==> config.mk <==
export PLATFORM = sky130hd
export DESIGN_NAME = modbus_tx_sequencer_flat
export DESIGN_NICKNAME = d
export VERILOG_FILES = /design/src/rtl/modbus_tx_sequencer_if.sv /design/src/rtl/modbus_tx_sequencer.sv /design/src/flat_wrapper.sv
export SDC_FILE = /design/constraint.sdc
export NUM_CORES = 1
export LEC_CHECK = 0
export CAP_MARGIN = 20
export CORE_ASPECT_RATIO = 0.75
export CORE_MARGIN = 3
export CORE_UTILIZATION = 48
export DETAILED_ROUTE_END_ITERATION = 10
export HOLD_SLACK_MARGIN = 0.08
export PLACE_DENSITY = 0.87
export SLEW_MARGIN = 40
export SYNTH_ARGS = -nofsm -noshare
export SYNTH_HDL_FRONTEND = slang
export SYNTH_SLANG_ARGS = --single-unit
==> constraint.sdc <==
create_clock -name clk -period 3.1 [get_ports clk]
set_input_delay 0.93 -clock clk [delete_from_list [all_inputs] [get_ports clk]]
set_output_delay 0.93 -clock clk [all_outputs]
set_load 0.01 [all_outputs]
==> src/rtl/modbus_tx_sequencer_if.sv <==
// Byte stream toward the UART transmitter plus the read port of the response DPRAM.
// The sequencer is the master of both: it drives addresses and bytes, and the
// slave side returns read data and the UART ready.
interface modbus_tx_sequencer_if;
    logic [7:0]  dpram_raddr;
    logic [15:0] dpram_rdata;
    logic        tx_valid;
    logic [7:0]  tx_byte;
    logic        tx_ready;

    modport master (
        output dpram_raddr,
        output tx_valid,
        output tx_byte,
        input  dpram_rdata,
        input  tx_ready
    );

    modport slave (
        input  dpram_raddr,
        input  tx_valid,
        input  tx_byte,
        output dpram_rdata,
        output tx_ready
    );
endinterface

==> src/rtl/modbus_tx_sequencer.sv <==
// Modbus RTU response sequencer: on handler_done, latches the response context,
// streams header / payload (DPRAM words or write echo) / CRC-16 bytewise to the
// UART, then holds busy for the t3.5 inter-frame gap.
module modbus_tx_sequencer #(
    parameter int MAX_WORDS  = 125,
    parameter int GAP_CYCLES = 1750
) (
    input  logic                   clk,
    input  logic                   rst_n,
    input  logic [7:0]             dev_addr,
    input  logic                   handler_done,
    input  logic [7:0]             func_code,
    input  logic [15:0]            addr,
    input  logic [15:0]            data,
    input  logic [7:0]             tx_quantity,
    input  logic [7:0]             exception_code,
    modbus_tx_sequencer_if.master  bus,
    output logic                   busy,
    output logic                   frame_done,
    output logic                   overrun
);
    localparam int            GW       = $clog2(GAP_CYCLES + 1);
    localparam logic [GW-1:0] GAP_LAST = GW'(GAP_CYCLES - 1);
    localparam logic [7:0]    MAX_Q    = 8'(MAX_WORDS);

    typedef enum logic [3:0] {
        IDLE, HDR, RD_ISSUE, RD_WAIT, DATA_HI, DATA_LO, BODY, CRC_LO, CRC_HI, GAP
    } state_t;

    typedef enum logic [1:0] {K_EXC, K_READ, K_ECHO} kind_t;

    state_t        state_q, state_d;
    kind_t         kind_in, kind_q;
    logic [7:0]    code_in, code_q;
    logic [7:0]    dev_q, func_q, n_q, word_idx_q;
    logic [15:0]   addr_q, data_q, word_q, crc_q;
    logic [2:0]    cnt_q;
    logic [GW-1:0] gap_q;
    logic          tx_valid, xfer, accept, is_rd, body_last, fold;
    logic [7:0]    tx_byte;

    // Modbus CRC-16: reflected polynomial 0xA001, one byte LSB first.
    function automatic logic [15:0] crc_fold(input logic [15:0] crc, input logic [7:0] b);
        logic [15:0] c;
        c = crc ^ {8'h00, b};
        for (int i = 0; i < 8; i++) begin
            c = c[0] ? ((c >> 1) ^ 16'hA001) : (c >> 1);
        end
        return c;
    endfunction

    assign accept    = (state_q == IDLE) && handler_done;
    assign is_rd     = (func_code == 8'h03) || (func_code == 8'h04);
    assign xfer      = tx_valid && bus.tx_ready;
    assign body_last = (kind_q != K_ECHO) || (cnt_q == 3'd3);
    assign fold      = (state_q == HDR) || (state_q == BODY) ||
                       (state_q == DATA_HI) || (state_q == DATA_LO);

    // Classify the request into exception / read / echo frame, in priority order.
    always_comb begin
        kind_in = K_EXC;
        code_in = 8'h01;
        if (exception_code != 8'h00) begin
            code_in = exception_code;
        end else if (is_rd && (tx_quantity > MAX_Q)) begin
            code_in = 8'h03;
        end else if (is_rd) begin
            kind_in = K_READ;
        end else if (func_code == 8'h06) begin
            kind_in = K_ECHO;
        end
    end

    // Response context and the current payload word; only meaningful while busy.
    always_ff @(posedge clk) begin
        if (accept) begin
            dev_q  <= dev_addr;
            func_q <= func_code;
            addr_q <= addr;
            data_q <= data;
            n_q    <= tx_quantity;
            kind_q <= kind_in;
            code_q <= code_in;
        end
        if (state_q == RD_WAIT) begin
            word_q <= bus.dpram_rdata;
        end
    end

    // FSM state register.
    always_ff @(posedge clk or negedge rst_n) begin
        if (!rst_n) begin
            state_q <= IDLE;
        end else begin
            state_q <= state_d;
        end
    end

    // FSM next-state logic; every byte-sending state advances only on a transfer.
    always_comb begin
        state_d = state_q;
        case (state_q)
            IDLE:     if (handler_done) state_d = HDR;
            HDR:      if (xfer && (cnt_q == 3'd1)) state_d = BODY;
            BODY: begin
                if (xfer && body_last) begin
                    if ((kind_q == K_READ) && (n_q != 8'd0)) state_d = RD_ISSUE;
                    else                                     state_d = CRC_LO;
                end
            end
            RD_ISSUE: state_d = RD_WAIT;
            RD_WAIT:  state_d = DATA_HI;
            DATA_HI:  if (xfer) state_d = DATA_LO;
            DATA_LO: begin
                if (xfer) begin
                    if ((word_idx_q + 8'd1) == n_q) state_d = CRC_LO;
                    else                            state_d = RD_ISSUE;
                end
            end
            CRC_LO:   if (xfer) state_d = CRC_HI;
            CRC_HI:   if (xfer) state_d = GAP;
            GAP:      if (gap_q == GAP_LAST) state_d = IDLE;
            default:  state_d = IDLE;
        endcase
    end

    // Byte counters, CRC accumulation, gap timer and the status flags.
    always_ff @(posedge clk or negedge rst_n) begin
        if (!rst_n) begin
            cnt_q      <= 3'd0;
            word_idx_q <= 8'd0;
            gap_q      <= '0;
            crc_q      <= 16'hFFFF;
            frame_done <= 1'b0;
            overrun    <= 1'b0;
        end else begin
            frame_done <= (state_q == GAP) && (state_d == IDLE);
            if (handler_done && (state_q != IDLE)) overrun <= 1'b1;
            if (accept) begin
                cnt_q      <= 3'd0;
                word_idx_q <= 8'd0;
                crc_q      <= 16'hFFFF;
            end
            if (xfer) begin
                cnt_q <= (state_d == state_q) ? cnt_q + 3'd1 : 3'd0;
                if (fold) crc_q <= crc_fold(crc_q, tx_byte);
            end
            if (xfer && (state_q == DATA_LO)) word_idx_q <= word_idx_q + 8'd1;
            gap_q <= (state_q == GAP) ? gap_q + 1'b1 : '0;
        end
    end

    // Outputs decoded from state only, so tx_byte holds steady through a stall.
    always_comb begin
        tx_valid        = 1'b0;
        tx_byte         = 8'h00;
        busy            = (state_q != IDLE);
        bus.dpram_raddr = word_idx_q;
        case (state_q)
            HDR: begin
                tx_valid = 1'b1;
                if (cnt_q == 3'd0)        tx_byte = dev_q;
                else if (kind_q == K_EXC) tx_byte = func_q | 8'h80;
                else                      tx_byte = func_q;
            end
            BODY: begin
                tx_valid = 1'b1;
                case (kind_q)
                    K_READ: tx_byte = n_q << 1;
                    K_ECHO: begin
                        case (cnt_q[1:0])
                            2'd0:    tx_byte = addr_q[15:8];
                            2'd1:    tx_byte = addr_q[7:0];
                            2'd2:    tx_byte = data_q[15:8];
                            default: tx_byte = data_q[7:0];
                        endcase
                    end
                    default: tx_byte = code_q;
                endcase
            end
            DATA_HI: begin
                tx_valid = 1'b1;
                tx_byte  = word_q[15:8];
            end
            DATA_LO: begin
                tx_valid = 1'b1;
                tx_byte  = word_q[7:0];
            end
            CRC_LO: begin
                tx_valid = 1'b1;
                tx_byte  = crc_q[7:0];
            end
            CRC_HI: begin
                tx_valid = 1'b1;
                tx_byte  = crc_q[15:8];
            end
            default: ;
        endcase
    end

    assign bus.tx_valid = tx_valid;
    assign bus.tx_byte  = tx_byte;
endmodule

==> src/flat_wrapper.sv <==
// flat-port wrapper written by rule: the top's interface ports become plain ports
module modbus_tx_sequencer_flat 
#(
    parameter int MAX_WORDS  = 125,
    parameter int GAP_CYCLES = 1750
)
  (clk, rst_n, dev_addr, handler_done, func_code, addr, data, tx_quantity, exception_code, busy, frame_done, overrun, bus_dpram_raddr, bus_tx_valid, bus_tx_byte, bus_dpram_rdata, bus_tx_ready);
  modbus_tx_sequencer_if bus_i ();
  input  logic clk;
  input  logic rst_n;
  input  logic [7:0] dev_addr;
  input  logic handler_done;
  input  logic [7:0] func_code;
  input  logic [15:0] addr;
  input  logic [15:0] data;
  input  logic [7:0] tx_quantity;
  input  logic [7:0] exception_code;
  output logic busy;
  output logic frame_done;
  output logic overrun;
  output wire logic [$bits(bus_i.dpram_raddr)-1:0] bus_dpram_raddr;
  output wire logic [$bits(bus_i.tx_valid)-1:0] bus_tx_valid;
  output wire logic [$bits(bus_i.tx_byte)-1:0] bus_tx_byte;
  input wire logic [$bits(bus_i.dpram_rdata)-1:0] bus_dpram_rdata;
  input wire logic [$bits(bus_i.tx_ready)-1:0] bus_tx_ready;
  assign bus_dpram_raddr = bus_i.dpram_raddr;
  assign bus_tx_valid = bus_i.tx_valid;
  assign bus_tx_byte = bus_i.tx_byte;
  assign bus_i.dpram_rdata = bus_dpram_rdata;
  assign bus_i.tx_ready = bus_tx_ready;
  modbus_tx_sequencer #(.MAX_WORDS(MAX_WORDS), .GAP_CYCLES(GAP_CYCLES)) u_core (.clk(clk), .rst_n(rst_n), .dev_addr(dev_addr), .handler_done(handler_done), .func_code(func_code), .addr(addr), .data(data), .tx_quantity(tx_quantity), .exception_code(exception_code), .bus(bus_i), .busy(busy), .frame_done(frame_done), .overrun(overrun));
endmodule
Yosys cells after proc, flatten, opt, wreduce, memory -nomap -nowiden
Cells that the tools add are included.
{"block": "word_totals", "register_bits": 126, "latchBits": 0, "mem_bits_rw": 0, "mem_bits_ro": 0, "in_bits": 84, "output_inout_bits": 20, "elab_cells": 116, "mem_count": 0}
{"block": "op_classes", "n_addsub": 3, "multipliers": 0, "div_mod_pow": 0, "magnitude_cmp": 1, "eq_ne": 22, "shifts": 0, "n_mux": 38, "n_bitwise": 9, "n_reduce_logical": 27}
{"op": "16-bit two-way mux", "count": 11}
{"op": "8-bit case mux with 6 select lines", "count": 1}
{"op": "8-bit two-way mux", "count": 5}
{"op": "4-bit case mux with 10 select lines", "count": 1}
{"op": "4-bit two-way mux", "count": 8}
{"op": "2-bit inverter with 3-bit output", "count": 8}
{"op": "8-bit case mux with 3 select lines", "count": 1}
{"op": "4-bit by 3-bit equality test with 1-bit output (second input constant)", "count": 4}
{"op": "8-bit by 3-bit equality test with 1-bit output (second input constant)", "count": 2}
{"op": "8-bit case mux with 2 select lines", "count": 1}
{"op": "8-bit nonzero test", "count": 2}
{"op": "16-bit by 8-bit XOR with 16-bit output", "count": 1}
{"op": "3-bit two-way mux", "count": 5}
{"op": "11-bit by 1-bit adder with 11-bit output (second input constant)", "count": 1}
{"op": "11-bit equality test (second input constant)", "count": 1}
{"op": "11-bit two-way mux", "count": 1}
{"op": "1-bit logical AND", "count": 9}
{"op": "8-bit by 1-bit adder with 8-bit output (second input constant)", "count": 1}
{"op": "4-bit by 2-bit equality test with 1-bit output (second input constant)", "count": 2}
{"op": "4-bit equality test (second input constant)", "count": 2}
{"op": "8-bit by 2-bit equality test with 1-bit output (second input constant)", "count": 1}
{"op": "8-bit equality test", "count": 1}
{"op": "8-bit by 7-bit > comparator with 1-bit output (second input constant)", "count": 1}
{"op": "4-bit logical NOT", "count": 2}
{"op": "18 further kinds", "count": 28}

Longest topological paths before layout
Gate-level depths: netlist (run 1).
{"block": "depth", "word_depth": 23, "mapped_depth": 13, "ltp_nobuf": 11}

Worst setup path after synthesis (run 1)
OpenSTA, ideal clock, no wires.
{"block": "synth_path", "path_kind": "reg-to-reg", "from": "register u_core.cnt_q[0]", "to": "register u_core.crc_q[0]", "setup_time_ps": 73, "arrival_ps": 3035, "path_slack_ps": -8, "stages_incl_launch_ff": 14, "path_buffers": 2, "cell_sequence": "dfrtp_1 inv_1 ha_1 buf_6 nor2b_4 buf_6 mux2i_1 o22ai_1 or3_4 xor2_2 xnor2_1 xnor3_2 xnor3_1 a21oi_1"}
{"block": "synth_via", "elab_chain_len": 16, "elab_cells_between_ends": 26, "classes_between": "2 x eq/ne; 14 x mux; 8 x bitwise; 2 x reduce/logical"}
{"item": "start, declared", "line": "modbus_tx_sequencer.sv:37", "rtl": "logic [2:0] cnt_q;"}
{"item": "start signal, assigned", "line": "modbus_tx_sequencer.sv:145", "rtl": "cnt_q <= (state_d == state_q) ? cnt_q + 3'd1 : 3'd0;"}
{"item": "2-bit equality test, or another cell as far along", "line": "modbus_tx_sequencer.sv:171", "rtl": "case (cnt_q[1:0])"}
{"item": "8-bit case mux with 3 select lines", "line": "modbus_tx_sequencer.sv:171"}
{"item": "8-bit case mux with 2 select lines", "line": "modbus_tx_sequencer.sv:168", "rtl": "case (kind_q)"}
{"item": "8-bit case mux with 6 select lines (*)", "line": "modbus_tx_sequencer.sv:159", "rtl": "case (state_q)"}
{"item": "named net bus_tx_byte[1]", "line": "flat_wrapper.sv:23", "rtl": "output wire logic [$bits(bus_i.tx_byte)-1:0] bus_tx_byte;"}
{"item": "16-bit by 8-bit XOR with 16-bit output (*)", "line": "modbus_tx_sequencer.sv:45", "rtl": "c = crc ^ {8'h00, b};"}
{"item": "2-bit inverter with 3-bit output (no line)"}
{"item": "16-bit two-way mux (*) (8 in series)", "line": "modbus_tx_sequencer.sv:47", "rtl": "c = c[0] ? ((c >> 1) ^ 16'hA001) : (c >> 1);"}
{"item": "16-bit two-way mux (*)", "line": "modbus_tx_sequencer.sv:146", "rtl": "if (fold) crc_q <= crc_fold(crc_q, tx_byte);"}
{"item": "16-bit two-way mux (*)", "line": "modbus_tx_sequencer.sv:144", "rtl": "if (xfer) begin"}
{"item": "end signal, assigned", "line": "modbus_tx_sequencer.sv:146"}
{"item": "end, declared", "line": "modbus_tx_sequencer.sv:36", "rtl": "logic [15:0] addr_q, data_q, word_q, crc_q;"}
The timed path passes the listed nets; every way through them passes the cells marked *.
A chain may end at the register's enable or synchronous reset.

Worst setup path in the final report (run 1)
{"block": "layout_path", "from": "register u_core.cnt_q[1]", "to": "output port bus_tx_byte[4]"}
{"block": "layout_via", "elab_chain_len": 4, "elab_cells_between_ends": 8, "classes_between": "2 x eq/ne; 4 x mux; 2 x reduce/logical"}
{"item": "2-bit equality test, or another cell as far along", "line": "modbus_tx_sequencer.sv:171"}
{"item": "8-bit case mux with 3 select lines", "line": "modbus_tx_sequencer.sv:171"}
{"item": "8-bit case mux with 2 select lines", "line": "modbus_tx_sequencer.sv:168"}
{"item": "8-bit case mux with 6 select lines (*)", "line": "modbus_tx_sequencer.sv:159"}
{"item": "end, declared", "line": "flat_wrapper.sv:23"}
Mark *: on every way between the ends. The rest lies on a longest branch, timed or not.

==> out/qor.yml, run 1 <==
drc: 0
crit_slowest_cell: "dfrtp_2"
vias: 4939
routed_via_density: 6.07
clkPwrFrac_pct: 22.3
drive_above_1_share_pct: 25.8
antenna_cells: 0
wl_met2_mm: 8.80
total_power_mw: 9.55
hold-worst-slack_ns: 0.493
holdBufCountCts: 0
cp-start-kind: "flop"
floorplan.io_pins: 104
synth.yosys.warnings: 0
synthToLayoutAreaGrowth_pct: 40.6
ctsHtreeMaxLevel: 4
crit_chain: "inv_4 -> ha_4 -> nor2b_4 -> buf_6 -> mux2i_4 -> nor2_1 -> or4_4 -> buf_6"
violations: "negative setup slack"
p_leak_nw: 3.26
comb_power_share_pct: 50.7
cts_tree: "built"
grt_pass1_wl_mm: 27.0
synth_seq_cells: 126
worstHoldPathType: "reg2reg"
ys_types: 69
first_pass_iters: 5
p_int_mw: 6.11
power.density_mw_per_mm2: 1130
crit_fanout: 4
finalSetupViolations: 11
die_w_um: 135
cts.sinks: 126
finalCritPeriodShare_pct: 110
drt-total-wl_mm: 17.9
grt_pass1_vias: 5000
path_class: "reg2out"
endpoint_kind: "output port"
maxUsedRoutingLayer: "met4"
cts_made_buffers: 17
fin_ws_ns: -0.295
relSlewSlack_pct: 60.2
ys.flop_type: "edfxtp_1"
clock.fmax_mhz: 295
antenna_found_initial: 0
wl_per_cell_um: 22.0
clk_pin_slew_ns: 0.06
drt-met1-wl_mm: 6.82
ys_seq_area_share_pct: 59.5
finalHoldViolCount: 0
track_usage_pct: 26.0
ys_async_sr_fraction_pct: 34.9
rows: 34
final_util_pct: 71.1
tightest_slew_ns: 0.597
finClkSkew_ns: 0.00923
wl_met3_mm: 1.61
critPathTopFamily: "simple AND/OR/NAND/NOR gates"
setup-tns-final_ns: -2.31
syn-num-nets: 589
synth_edf_count: 82
cp_num_buf_inv: 3
place_congestion: 0.913
synth_area_mm2: 0.00603
final.min_clock_period_ns: 3.39
final_common_cell: "clkdlybuf4s50_1"
clkLatencyLatePin_ns: 0.42
syn_inst: 494
crit_path_max_incr_delay_ns: 0.46
root_buffer: "clkbuf_16"
clockBufferDepth: 2
die-area_mm2: 0.0139
final_cell_mix: "clkdlybuf4s50_1, edfxtp_1, nor2_1"
initial_core_util_pct: 50.6
dp_worst_setup_slack_ns: -0.244
status: "finished with violations"
die_height_um: 103
grt_max_degree: 68
arrival_ns: 2.46
syn_area_per_cell_um2: 12.2
path_common_cell: "buf_6"
slew_violations: 0
required_ns: 2.17
rsz0062_at_grt: "yes"
ir_drop_mv: 0.914
port_buffers: 103
seqPwrFrac_pct: 27.0
drv_cap: 0
overflow: 0
antenna_left: 0
final_nets: 734
dp_hpwl_mm: 11.2
drtIter0Drc: 578
coreArea_mm2: 0.0119
swShare_pct: 36.0
power_switching_mw: 3.44
fill_cells: 718
kinds of logic after synthesis:
family          count (synthesis)  synth area share [%]
flops                         126                  59.5
mux                            12                  2.08
xor+xnor                       41                  7.29
fa+ha+maj                      11                  2.28
simple gates                  142                  12.1
buf+inv                        44                  3.32
compound gates                118                  13.5
flip-flops by register name, summed over array words and instances, names as in the netlist:
register,count
u_core.bus.dpram_raddr,8
u_core.dev_q,8
u_core.data_q,16
u_core.code_q,8
u_core.addr_q,16
u_core.state_q,4
u_core.frame_done,1
u_core.overrun,1
u_core.gap_q,11
u_core.word_q,16
u_core.func_q,8
u_core.kind_q,2
u_core.n_q,8
u_core.cnt_q,3
u_core.crc_q,16
metal layers:
layer / global-route usage [%] / up-vias
met5: 0 / -
met4: 12.9 / 0
met3: 7.76 / 66
met2: 42.7 / 330
met1: 31.6 / 2407
li1: - / 2136
path summary, 6_finish.rpt:
path	from	end	slack (ns)	depth (start not counted)
setup / recovery	u_core.cnt_q[1]	bus_tx_byte[4]	-0.29	8
hold / removal	u_core.overrun	u_core.overrun	0.49	1
setup reg to reg	u_core.cnt_q[1]	u_core.crc_q[14]	-0.19	15
hold reg to reg	u_core.overrun	u_core.overrun	0.49	1
max in group asynchronous	rst_n	u_core.state_q[0]	2.14	1
min in group asynchronous	rst_n	u_core.bus.dpram_raddr[4]	0.51	1
power groups by stage:
stage	Sequential, mW	Combinational (mW)	Clock [mW]
2_1_floorplan	2.45	2.55	0
3_3_place_gp	2.53	3.68	0
3_5_place_dp	2.55	3.84	0
4_1_cts	2.54	4.39	2.13
5_1_grt	2.61	5.07	2.22
6_report	2.58	4.84	2.13
repair_timing:
item                                    in CTS  in global routing
pin swaps                                   35                 19
setup buffers                               13                  4
resized for setup                           80                 28
gates cloned                                 0                  0
endpoints found under the setup margin      13                 14
cell usage after synthesis (all sizes together) (2+ instances only):
master	number	share of area, %
or4	2	0.31
a211o	2	0.29
ha	11	2.3
xnor3	3	1.1
nor3	7	0.58
a221o	2	0.33
a21oi	19	1.6
o21a	3	0.37
edfxtp	82	41
nand3	12	1.0
clkbuf	20	1.2
mux2i	11	1.8
inv	14	0.87
and2	6	0.62
xor2	15	2.4
nand2	34	2.2
o221ai	5	0.73
nor2	45	2.8
a32o	2	0.33
nor3b	2	0.33
and3	7	0.73
a222oi	3	0.50
or3	3	0.39
a22oi	10	1.3
o21ai	24	2.0
o22ai	9	0.93
o31ai	2	0.25
and4	3	0.44
buf	10	1.2
a21o	7	0.87
nor2b	2	0.33
dfstp	16	7.0
xnor2	22	3.3
a22o	5	0.73
a31oi	7	0.73
nor4	5	0.52
o22a	7	1.0
nand4	4	0.42
nand2b	3	0.31
a32oi	2	0.29
and2b	3	0.42
dfrtp	28	12
o211ai	5	0.62
final cells by class:
type | instances | area, um2 | share of cell area, %
repair buffers | 156 | 1490 | 17.5
inverters | 14 | 60.1 | 0.709
clock inverters | 15 | 199 | 2.35
clock buffers | 17 | 425 | 5.02
well taps | 162 | 203 | 2.39
multi-input cells | 324 | 2510 | 29.6
flip-flops and latches | 126 | 3590 | 42.4
per-stage QoR:
| step | cells | area, um2 |
|---|---|---|
| 4_1_cts | 810 | 8320 |
| 6_report | 814 | 8470 |
| 2_1_floorplan | 494 | 6030 |
| 5_1_grt | 814 | 8470 |
| 3_3_place_gp | 765 | 7410 |
| 3_5_place_dp | 765 | 7420 |
No activity file was read; power rests on OpenSTA's default activity.
==> inputs of run 2 (changes only) <==
CTS_CLUSTER_DIAMETER = 200   (was default)
==> results of run 2 <==
Same layout as run 1: the final DEF is identical, and so are final timing and power.
